--- src/rtl/seq_det_pkg.sv ---
// Shared types and defaults for the configurable serial sequence detector.
package seq_det_pkg;

  localparam int unsigned DEF_MAXLEN = 8;
  localparam int unsigned DEF_CNTW   = 8;
  localparam int unsigned LENW       = $clog2(DEF_MAXLEN + 1);

  typedef enum logic [1:0] {
    IDLE = 2'd0,
    RUN  = 2'd1,
    DONE = 2'd2
  } state_e;

endpackage

--- src/rtl/seq_det_ctrl_core.sv ---
// Match datapath: bit history, bits-seen counter and length-masked comparator.
module seq_match_core #(
  parameter int unsigned MAXLEN = 8,
  parameter int unsigned LENW   = 4
) (
  input  logic              clk,
  input  logic              rst,
  input  logic              clr,
  input  logic              shift_en,
  input  logic              x,
  input  logic [LENW-1:0]   len,
  input  logic [MAXLEN-1:0] pattern,
  input  logic              overlap,
  output logic              hit
);

  logic [MAXLEN-1:0] hist_q, hist_d, hist_shift, mask;
  logic [LENW-1:0]   bits_q, bits_d, bits_inc;

  // hit is judged on the post-shift history so the controller can register
  // the match pulse at the same edge that accepts the completing bit.
  always_comb begin
    hist_shift = {hist_q[MAXLEN-2:0], x};
    bits_inc   = (bits_q >= len) ? bits_q : bits_q + 1'b1;
    mask       = '0;
    for (int unsigned i = 0; i < MAXLEN; i++) begin
      mask[i] = (LENW'(i) < len);
    end
    hit = shift_en && (bits_inc >= len) && (((hist_shift ^ pattern) & mask) == '0);

    hist_d = hist_q;
    bits_d = bits_q;
    if (clr) begin
      hist_d = '0;
      bits_d = '0;
    end else if (shift_en) begin
      hist_d = hist_shift;
      bits_d = (hit && !overlap) ? '0 : bits_inc;
    end
  end

  always_ff @(posedge clk) begin
    if (rst) begin
      hist_q <= '0;
      bits_q <= '0;
    end else begin
      hist_q <= hist_d;
      bits_q <= bits_d;
    end
  end

endmodule

--- src/rtl/seq_det_ctrl.sv ---
// Sequencing controller: config latch, IDLE/RUN/DONE FSM, match counting.
module seq_det_ctrl
  import seq_det_pkg::*;
#(
  parameter int unsigned MAXLEN = DEF_MAXLEN,
  parameter int unsigned CNTW   = DEF_CNTW
) (
  input  logic                         clk,
  input  logic                         rst,
  input  logic                         cfg_we,
  input  logic [MAXLEN-1:0]            cfg_pattern,
  input  logic [$clog2(MAXLEN+1)-1:0]  cfg_len,
  input  logic                         cfg_overlap,
  input  logic [CNTW-1:0]              cfg_target,
  input  logic                         start,
  input  logic                         abort,
  input  logic                         x_valid,
  input  logic                         x,
  output logic                         match,
  output logic [CNTW-1:0]              match_cnt,
  output logic                         busy,
  output logic                         done,
  output logic                         cfg_err
);

  localparam int unsigned LEN_W = $clog2(MAXLEN + 1);

  state_e              state_q, state_d;
  logic [MAXLEN-1:0]   pattern_q, pattern_d;
  logic [LEN_W-1:0]    len_q, len_d;
  logic                overlap_q, overlap_d;
  logic [CNTW-1:0]     target_q, target_d;
  logic [CNTW-1:0]     cnt_q, cnt_d, cnt_inc;
  logic                match_q, match_d;
  logic                busy_q, busy_d;
  logic                done_q, done_d;
  logic                err_q, err_d;
  logic                cfg_ok;
  logic                core_clr;
  logic                shift_en;
  logic                hit;

  seq_match_core #(
    .MAXLEN (MAXLEN),
    .LENW   (LEN_W)
  ) u_core (
    .clk      (clk),
    .rst      (rst),
    .clr      (core_clr),
    .shift_en (shift_en),
    .x        (x),
    .len      (len_q),
    .pattern  (pattern_q),
    .overlap  (overlap_q),
    .hit      (hit)
  );

  always_comb begin
    state_d   = state_q;
    pattern_d = pattern_q;
    len_d     = len_q;
    overlap_d = overlap_q;
    target_d  = target_q;
    cnt_d     = cnt_q;
    match_d   = 1'b0;
    err_d     = 1'b0;
    core_clr  = 1'b0;
    shift_en  = 1'b0;
    cfg_ok    = (len_q != '0) && (32'(len_q) <= MAXLEN);
    cnt_inc   = (&cnt_q) ? cnt_q : cnt_q + 1'b1;

    unique case (state_q)
      IDLE, DONE: begin
        // start is judged against the config latched before this edge
        if (cfg_we) begin
          pattern_d = cfg_pattern;
          len_d     = cfg_len;
          overlap_d = cfg_overlap;
          target_d  = cfg_target;
        end
        if (abort) begin
          state_d = IDLE;
        end else if (start) begin
          if (!cfg_ok) begin
            err_d = 1'b1;
          end else begin
            core_clr = 1'b1;
            cnt_d    = '0;
            state_d  = RUN;
          end
        end
      end
      RUN: begin
        if (abort) begin
          state_d = IDLE;
        end else if (x_valid) begin
          shift_en = 1'b1;
          if (hit) begin
            match_d = 1'b1;
            cnt_d   = cnt_inc;
            if ((target_q != '0) && (cnt_inc == target_q)) begin
              state_d = DONE;
            end
          end
        end
      end
      default: state_d = IDLE;
    endcase

    busy_d = (state_d == RUN);
    done_d = (state_d == DONE);
  end

  always_ff @(posedge clk) begin
    if (rst) begin
      state_q   <= IDLE;
      pattern_q <= '0;
      len_q     <= '0;
      overlap_q <= 1'b0;
      target_q  <= '0;
      cnt_q     <= '0;
      match_q   <= 1'b0;
      busy_q    <= 1'b0;
      done_q    <= 1'b0;
      err_q     <= 1'b0;
    end else begin
      state_q   <= state_d;
      pattern_q <= pattern_d;
      len_q     <= len_d;
      overlap_q <= overlap_d;
      target_q  <= target_d;
      cnt_q     <= cnt_d;
      match_q   <= match_d;
      busy_q    <= busy_d;
      done_q    <= done_d;
      err_q     <= err_d;
    end
  end

  assign match     = match_q;
  assign match_cnt = cnt_q;
  assign busy      = busy_q;
  assign done      = done_q;
  assign cfg_err   = err_q;

endmodule

--- config.mk ---
export PLATFORM = sky130hd
export DESIGN_NAME = seq_det_ctrl
export DESIGN_NICKNAME = d
export VERILOG_FILES = /design/src/rtl/seq_det_pkg.sv /design/src/rtl/seq_det_ctrl_core.sv /design/src/rtl/seq_det_ctrl.sv
export SDC_FILE = /design/constraint.sdc
export NUM_CORES = 1
export LEC_CHECK = 0
export ABC_CLOCK_PERIOD_IN_PS = 7500
export CORE_ASPECT_RATIO = 0.8
export CORE_MARGIN = 2
export CORE_UTILIZATION = 40
export CTS_CLUSTER_SIZE = 16
export DETAILED_ROUTE_END_ITERATION = 8
export PLACE_DENSITY_LB_ADDON = 0.2
export SYNTH_ARGS = -nofsm -noshare
export SYNTH_HDL_FRONTEND = slang
export SYNTH_SLANG_ARGS = --single-unit
--- constraint.sdc ---
create_clock -name clk -period 7.5 [get_ports clk]
set_input_delay 0.75 -clock clk [delete_from_list [all_inputs] [get_ports clk]]
set_output_delay 0.75 -clock clk [all_outputs]
set_load 0.1 [all_outputs]
==> summary.txt <==
Clocking
  – H-tree Lvls: 2
  – Worst skew pair latency: 0.30 ns
  – Clock transition at path regs: 0.09 ns
  – CTS Buffer Depth: 2
  – CTS tree: built
  – Clock Sink Count: 46
  – # resized after CTS: 0
  – Hold-fix buffers, CTS: 0
  – CTS root buffer: clkbuf_8
  – CTS Buf Count: 5
  – Post-CTS Setup Inserts: 0

Worst setup path
  – CP Launch Type: flip-flop
  – R2r setup slk: 4.16 ns
  – WS Path Type: reg -> reg
  – Crit path max fanout: 13
  – Worst path top cell family by delay: compound AO/OA/AOI/OAI gates
  – CP max stage delay: 0.53 ns
  – Slowest cell on crit path: nor4_2
  – Most frequent cell on the critical path: a21oi_1
  – Required @ worst endpoint: 7.69 ns
  – Setup crit end kind: flip-flop
  – Arrival @ worst endpoint: 3.53 ns
  – Critical path buffers and inverters: 2
  – Cell Chain, Critical Path: inv_1 > ha_1 > a21oi_1 > o21ai_1 > nor2_1 > xnor2_1 > inv_1 > ha_1 > o21ai_0 > a21oi_1 > o221ai_2 > nor4_2 > a21oi_1

Global routing
  – Antenna violations before repair: 0
  – Total congestion overflow: 0
  – Largest net degree at the start of global routing: 26
  – Vias in the first global route: 2,111
  – All-Layer GR Usage: 0.190
  – First-pass GRT wire length: 10,200 um

Timing
  – Pins Over Slew Limit: 0
  – Clk_skew: 0.00764 ns
  – Final critical-path required period: 3.34 ns
  – Final count of hold timing violations: 0
  – Setup tns final: 0 ns
  – Final worst-path cycle share: 0.446
  – Slew margin rel.: 0.353
  – Final Setup Violations: 0
  – RSZ-0062 raised after global routing: no
  – Tightest Pin Transition: 0.967 ns
  – Fmax achieved: 299 MHz

Floorplanning
  – Die W: 92.9 um
  – Die Area: 0.00698 mm^2
  – Initial core utilization: 0.421
  – Num rows: 25
  – Placeable core area: 0.00601 mm^2
  – Boundary Pins: 40
  – Die H: 75.1 um

Cells and area
  – Area of the multi-input gates: 0.00149 mm^2
  – Area Growth Syn to Fin: 21.5%
  – Fill count: 611
  – Ratio of cells with drive above 1 in the final layout: 0.0597
  – Layout Nets: 389
  – Number of diodes: 0
  – Util after Layout: 0.512
  – Area occupied by registers: 921 um^2

Synthesis
  – EDFF count, synth: 0
  – Top-area cell type share of the netlist area: 0.364
  – Largest cells by area after synthesis: dfxtp_1 36%, nand2_1 10%, a21oi_1 7.5%
  – Asr flop ratio synth: 0
  – Avg Cell Area, Syn: 7.91 um^2
  – Top cells by count, synth: 70 x nand2_1, 46 x dfxtp_1, 38 x a21oi_1
  – Synth Register Bits: 46
  – Prevailing post-synth register cell: dfxtp_1
  – Syn Nets: 358
  – Syn. warnings: 0
  – Most frequent cell after synthesis: nand2_1
  – Post-synthesis sequential area ratio: 0.364
  – Synth Cell Area: 0.00253 mm^2
  – Synth area leader: dfxtp_1
  – Unique masters post-synth: 54
  – Cells after Synth: 320

Outcome
  – Outcome: complete, no violations

Hold path
  – Min-delay worst type: reg -> reg

Drt
  – Antenna-violating nets left: 0
  – DRC violations left: 0
  – WL final: 6200 um
  – Routed via count: 2,333
  – Starting DRC count in detailed routing: 164
  – Avg WL per Cell: 14.3 um
  – Initial DRT Pass Iterations: 4
  – DR vias/cell: 5.39

Power and ir drop
  – VDD IR max: 0.0000921 V
  – Leak: 1.17 nW
  – Cell Pwr Density: 170 mW/mm^2

Job
  – Max cap viols: 0

Place
  – # port buffers: 39
  – Gpl congestion: 0.894
  – Post-DP HPWL: 4550 um
-- cells by family after synthesis --
family                     count (synthesis)  share of synthesized area
AOI/OAI and AO/OA                         83                      0.223
xor gates and xnor gates                  16                     0.0554
adders and majority gates                 10                     0.0495
buffers and inverters                     27                     0.0460
DFF                                       46                      0.364
muxes                                      4                     0.0163
and+or+nand+nor                          134                      0.246
-- final timing paths --
| check | start | endpoint | cells past startpoint |
|---|---|---|---|
| max reg2reg | len_q[3]$_SDFFE_PP0P_ | busy$_SDFF_PP0_ | 13 |
| min reg2reg | pattern_q[7]$_SDFFE_PP0P_ | pattern_q[7]$_SDFFE_PP0P_ | 2 |
| max | len_q[3]$_SDFFE_PP0P_ | busy$_SDFF_PP0_ | 13 |
| min | pattern_q[7]$_SDFFE_PP0P_ | pattern_q[7]$_SDFFE_PP0P_ | 2 |
-- placed cells by master, fill, tap and decap left out, types with 6 or more instances in the layout --
master and n:
a21oi_1 38, nand3_1 12, inv_1 9, nand2_1 70, dfxtp_1 46, o211ai_1 6, nor2_1 17, nor3_1 6
xor2_1 7, xnor2_1 9, ha_1 10, clkdlybuf4s50_1 39
-- stage by stage --
step           hold WS [ns]  power [mW]  instance area [um^2]  std cells  worst slack, ns
3_3_place_gp          0.457       0.338                  2960        425             4.35
3_5_place_dp          0.460       0.339                  2960        425             4.25
6_report              0.471       0.524                  3070        433             4.16
5_1_grt               0.498       0.547                  3070        433             3.82
4_1_cts               0.473       0.529                  3070        433             4.18
2_1_floorplan         0.437       0.311                  2530        320             4.69
-- worst reg2reg max path, delay by kind of cell, from the launching register on --
kind / cells / cell delay (ns)
compound gates: 6 / 1.09
xor+xnor: 1 / 0.15
fa+ha+maj: 2 / 0.59
buf+inv: 2 / 0.19
flops: 1 / 0.49
simple gates: 2 / 0.72
-- report_power, final --
group	internal, mW	switching, mW	total [mW]
clock	0.100	0.0902	0.190
sequential	0.252	0.00899	0.261
combinational	0.0331	0.0396	0.0727
total	0.385	0.139	0.524
-- area by class of cell --
cell class / count / area share
Timing Repair Buffer: 42 / 0.134
Inverter: 9 / 0.0110
Clock buffer: 5 / 0.0224
Sequential cell: 46 / 0.300
Multi-Input combinational cell: 247 / 0.486
Tap cell: 81 / 0.0330
Clock inverter: 3 / 0.0142
-- state kept, by name (all words and copies together) (netlist names), 2 cells and up --
signal / count
len_q: 4
state_q: 2
u_core.bits_q: 4
target_q: 8
match_cnt: 8
u_core.hist_q: 7
pattern_q: 8
-- layer usage --
layer	vias up	wire [um]	track usage
li1	1193	-	-
met3	7	366	0.0390
met5	-	0	0
met4	0	81	0.0637
met2	74	2530	0.279
met1	1059	3220	0.277
(Power assumes the default switching activity.)
